$ cat src/rtl/mem_pkg.sv
// Shared memory-subsystem definitions: geometry,
// DMA state encoding and command mode constants.
package mem_pkg;

  localparam int ADDR_W    = 15;
  localparam int DATA_W    = 8;
  localparam int MEM_BYTES = 32768;
  localparam int LEN_W     = ADDR_W + 1;

  typedef enum logic [2:0] {
    S_IDLE,
    S_RD,
    S_WR,
    S_FILL,
    S_DONE
  } dma_state_t;

  localparam logic MODE_COPY = 1'b0;
  localparam logic MODE_FILL = 1'b1;

  // Byte counts larger than the memory saturate
  function automatic logic [LEN_W-1:0] clamp_len(
    input logic [LEN_W-1:0] l
  );
    if (l > LEN_W'(MEM_BYTES))
      return LEN_W'(MEM_BYTES);
    return l;
  endfunction

endpackage

$ cat src/rtl/mem_dma_engine.sv
// Copy/fill bus master for the 32 KB memory,
// driving the memory port one byte per access.
module mem_dma_engine #(
  parameter int ADDR_W = 15,
  parameter int DATA_W = 8
) (
  input  logic              clk,
  input  logic              rst,
  input  logic              start,
  input  logic              mode,
  input  logic [ADDR_W-1:0] src,
  input  logic [ADDR_W-1:0] dst,
  input  logic [ADDR_W:0]   len,
  input  logic [DATA_W-1:0] fill_val,
  output logic              busy,
  output logic              done,
  output logic [ADDR_W-1:0] mem_addr,
  output logic [DATA_W-1:0] mem_wdata,
  output logic              mem_we,
  input  logic [DATA_W-1:0] mem_rdata
);
  import mem_pkg::*;

  dma_state_t        state_q;
  logic [ADDR_W-1:0] src_q;
  logic [ADDR_W-1:0] dst_q;
  logic [ADDR_W:0]   len_q;
  logic [ADDR_W:0]   i_q;
  logic [ADDR_W:0]   i_d;
  logic [DATA_W-1:0] fill_q;
  logic [ADDR_W-1:0] addr_q;
  logic [ADDR_W-1:0] off;

  assign i_d = i_q + 1'b1;
  assign off = i_q[ADDR_W-1:0];

  // Command FSM; mode is carried by RD/WR vs FILL
  always_ff @(posedge clk) begin
    if (rst) begin
      state_q <= S_IDLE;
      src_q   <= '0;
      dst_q   <= '0;
      len_q   <= '0;
      i_q     <= '0;
      fill_q  <= '0;
      addr_q  <= '0;
    end else begin
      addr_q <= mem_addr;
      unique case (state_q)
        S_IDLE: begin
          if (start) begin
            src_q  <= src;
            dst_q  <= dst;
            len_q  <= clamp_len(len);
            fill_q <= fill_val;
            i_q    <= '0;
            if (len == '0)
              state_q <= S_DONE;
            else if (mode == MODE_FILL)
              state_q <= S_FILL;
            else
              state_q <= S_RD;
          end
        end
        S_RD: state_q <= S_WR;
        S_WR, S_FILL: begin
          i_q <= i_d;
          if (i_d == len_q)
            state_q <= S_DONE;
          else if (state_q == S_WR)
            state_q <= S_RD;
        end
        S_DONE: state_q <= S_IDLE;
        default: state_q <= S_IDLE;
      endcase
    end
  end

  // Memory port and status decode from state
  always_comb begin
    mem_addr  = addr_q;
    mem_wdata = '0;
    mem_we    = 1'b0;
    busy      = 1'b0;
    done      = 1'b0;
    unique case (state_q)
      S_RD: begin
        mem_addr = src_q + off;
        busy     = 1'b1;
      end
      S_WR: begin
        mem_addr  = dst_q + off;
        mem_wdata = mem_rdata;
        mem_we    = 1'b1;
        busy      = 1'b1;
      end
      S_FILL: begin
        mem_addr  = dst_q + off;
        mem_wdata = fill_q;
        mem_we    = 1'b1;
        busy      = 1'b1;
      end
      S_DONE: done = 1'b1;
      default: ;
    endcase
  end

endmodule

$ cat config.mk
export PLATFORM = sky130hd
export DESIGN_NAME = mem_dma_engine
export DESIGN_NICKNAME = d
export VERILOG_FILES = /design/src/rtl/mem_pkg.sv /design/src/rtl/mem_dma_engine.sv
export SDC_FILE = /design/constraint.sdc
export NUM_CORES = 1
export LEC_CHECK = 0
export CORE_MARGIN = 8
export CORE_UTILIZATION = 53
export DETAILED_ROUTE_END_ITERATION = 10
export PLACE_DENSITY = 0.8
export SYNTH_ARGS = -nofsm -noshare
export SYNTH_HDL_FRONTEND = slang
export SYNTH_SLANG_ARGS = --single-unit
$ cat constraint.sdc
create_clock -name clk -period 4 [get_ports clk]
set_input_delay 0.6 -clock clk [delete_from_list [all_inputs] [get_ports clk]]
set_output_delay 0.6 -clock clk [all_outputs]
set_load 0.02 [all_outputs]
==> metrics.md <==
| Metric | Value |
|---|---|
| CTS buffer count | 9 |
| Min Tclk post-route | 3.88 ns |
| Ranking of synthesized cells by area | dfxtp_1 (35%), nand2_1 (12%), a21oi_1 (8.7%) |
| Leak | 2.50 nW |
| Slew Viols, Final | 0 |
| Syn_area_per_cell | 7.57 µm² |
| Synthesis-to-layout area growth | 23.9% |
| Initial Utilization | 54.1% |
| Status | finished, final reports clean |
| Initial antenna violation count | 0 |
| Via-to-Cell Ratio | 5.73 |
| CP startpoint kind | flip-flop |
| R2R Setup Slk | 1.37 ns |
| CTS max path bufs | 2 |
| Worst EP required | 3.40 ns |
| Worst setup EP type | output pin |
| Nets@finish | 817 |
| Fin. Hold Viols | 0 |
| Synth area leader | dfxtp_1 |
| GRT overflow | 0 |
| Synth cell types | 60 |
| FFs w/ async S/R, synth | 0% |
| Main flop type after synthesis | dfxtp_1 |
| Routed vias | 4,862 |
| Share of the synthesized area in the top cell type | 35.4% |
| Finished Layout Cells | 848 |
| H-tree levels | 3 |
| Die Y | 113 µm |
| Gr usage total | 21.9% |
| Core Box Area | 9200 µm² |
| Post-route ant nets | 0 |
| Final Cycle Share | 97.0% |
| Post-CTS Setup Inserts | 0 |
| DRC violations left | 0 |
| Worst EP arrival | 3.28 ns |
| Post-route cell area | 6170 µm² |
| Pre-antenna DRT Iters | 5 |
| Post-Syn Area | 4980 µm² |
| Max Clk Rate | 258 MHz |
| Clock Sinks | 88 |
| Area after DPL | 5940 µm² |
| Relative slew slack | 29.2% |
| Diodes inserted | 0 |
| Register area share after synthesis | 35.4% |
| Avg WL per Cell | 16.4 µm |
| Worst Path Max Fanout | 7 |
| Worst-path clk slew | 0.09 ns |
| Slew @ Worst Pin | 1.06 ns |
| DIE AREA | 12,800 µm² |
| MaxCap Viol Count | 0 |
| CTS tree | built |
| Clk Latency, worst-skew pair | 0.36 ns |
| Boundary pin count | 92 |
| Hold crit path type | reg2reg |
| Number of synthesized flops with an enable pin | 0 |
| Largest net degree at the start of global routing | 56 |
| Routed WL | 13.9 mm |
| Placed insts | 832 |
| Syn Inst Count | 658 |
| Post-Syn Nets | 743 |
| Worst Skew | 0.00961 ns |
| Width of the die | 113 µm |
| Global placer's final weighted congestion | 0.884 |
| Post-DP HPWL | 10.6 mm |
| Setup Crit Path Kind | reg2out |
| PortBufs | 91 |
| Layout cells sized above 1 | 7.73% |
| Clock Tree Root | clkbuf_8 |
| Final Setup Violations | 0 |
| Vias in the first global route | 4,714 |
| Cell Pwr Density | 339 nW/µm² |
| Detailed Route Iter0 Violations | 283 |
| Row count | 35 |
| #FFs+latches synth | 88 |
| Synth warn | 0 |
| First-pass GRT wire length | 23.0 mm |
| Unrepaired setup endpoints after global routing | true |
| Worst vdd ir | 0.217 mV |
[registers in the layout, summed over array words and instances (netlist names)]
signal / cells
dst_q: 15
len_q: 16
src_q: 15
fill_q: 8
state_q: 3
i_q: 16
addr_q: 15
[cells in the mapped netlist, types with 8 or more instances]
| cell | count |
|---|---|
| mux2i_1 | 15 |
| ha_1 | 18 |
| o21ai_0 | 25 |
| a22oi_1 | 12 |
| nand2_1 | 158 |
| nand3b_1 | 8 |
| clkbuf_1 | 30 |
| and3_1 | 9 |
| dfxtp_1 | 88 |
| nor2_1 | 51 |
| a21oi_1 | 87 |
| xor2_1 | 8 |
| inv_1 | 9 |
| nand3_1 | 13 |
| xnor2_1 | 18 |
[path summary, 6_finish.rpt]
path                   to  depth (start not counted)  startpoint
max          mem_addr[11]                         13  state_q[2]
min             dst_q[12]                          2   dst_q[12]
max reg2reg    addr_q[10]                         12  state_q[2]
min reg2reg     dst_q[12]                          2   dst_q[12]
[critical path, stage by stage, from the launching register on]
cell	delay, ns
dfxtp_1	0.34
nand2b_1	0.19
inv_2	0.10
buf_4	0.17
nand2_1	0.06
nand2_1	0.07
ha_1	0.32
a21oi_1	0.25
a21o_1	0.19
a21oi_1	0.10
o21ai_0	0.23
mux2i_1	0.28
nor2_1	0.07
clkdlybuf4s50_1	0.54
[layer usage]
metal | vias up | global-route usage, % | routed length [µm]
met4 | 0 | 6.04 | 138
met5 | - | 0 | 0
met2 | 155 | 35.6 | 6550
met3 | 11 | 4.26 | 840
met1 | 2265 | 28.8 | 6410
li1 | 2431 | - | -
[cell usage in the layout, fill, tap and decap left out, types with 5 or more instances in the layout]
cell             instances
a21oi_1                 86
a22oi_1                 12
and3_1                   9
buf_4                   12
clkbuf_8                 9
clkdlybuf4s50_1         83
dfxtp_1                 88
ha_1                    18
inv_1                    8
mux2i_1                 15
nand2_1                158
nand3_1                 13
nand3b_1                 8
nand4_1                  6
nor2_1                  50
nor2b_1                  7
nor3_1                   5
nor4_1                   6
o21ai_0                 24
or3_1                    7
xnor2_1                 18
xor2_1                   8
[cell type report]
class	count	area, µm²
clock buffer	9	124
clock inverter	7	77.6
fill	798	3030
inverter	9	33.8
multi-input combinational	520	3020
sequential	88	1760
tap	111	139
timing repair buffer	104	1010
[per-stage QoR]
step	total power, mW	setup WS (ns)	TNS [ns]	hold WS [ns]	utilization [%]
finish	2.09	0.121	0	0.460	67.1
global route	2.20	-0.0795	-0.0795	0.482	67.1
CTS	2.10	-0.00260	-0.00260	0.460	66.8
detailed placement	1.47	0.335	0	0.447	64.5
global placement	1.46	0.391	0	0.443	64.5
floorplan	1.27	0.198	0	0.436	-
[what timing repair did]
action,CTS,global route
hold endpoints to repair,0,0
resized for setup,5,9
pin swaps,0,1
hold buffers,0,0
endpoints found under the setup margin,4,9
[where the power goes]
part	switching [mW]	internal (mW)	leakage [nW]
clock network	0.349	0.293	0.0885
logic	0.275	0.210	1.69
registers	0.0365	0.926	0.717
total	0.660	1.43	2.50
[logic make-up after synthesis]
kind of cell             synth area share (%)
XOR/XNOR                                 4.57
multiplexers                             3.02
adder cells (fa/ha/maj)                  4.93
AO/OA/AOI/OAI                            18.0
flip-flops                               35.4
buffers and inverters                    4.45
AND/OR/NAND/NOR                          29.7
(Power assumes the default switching activity.)
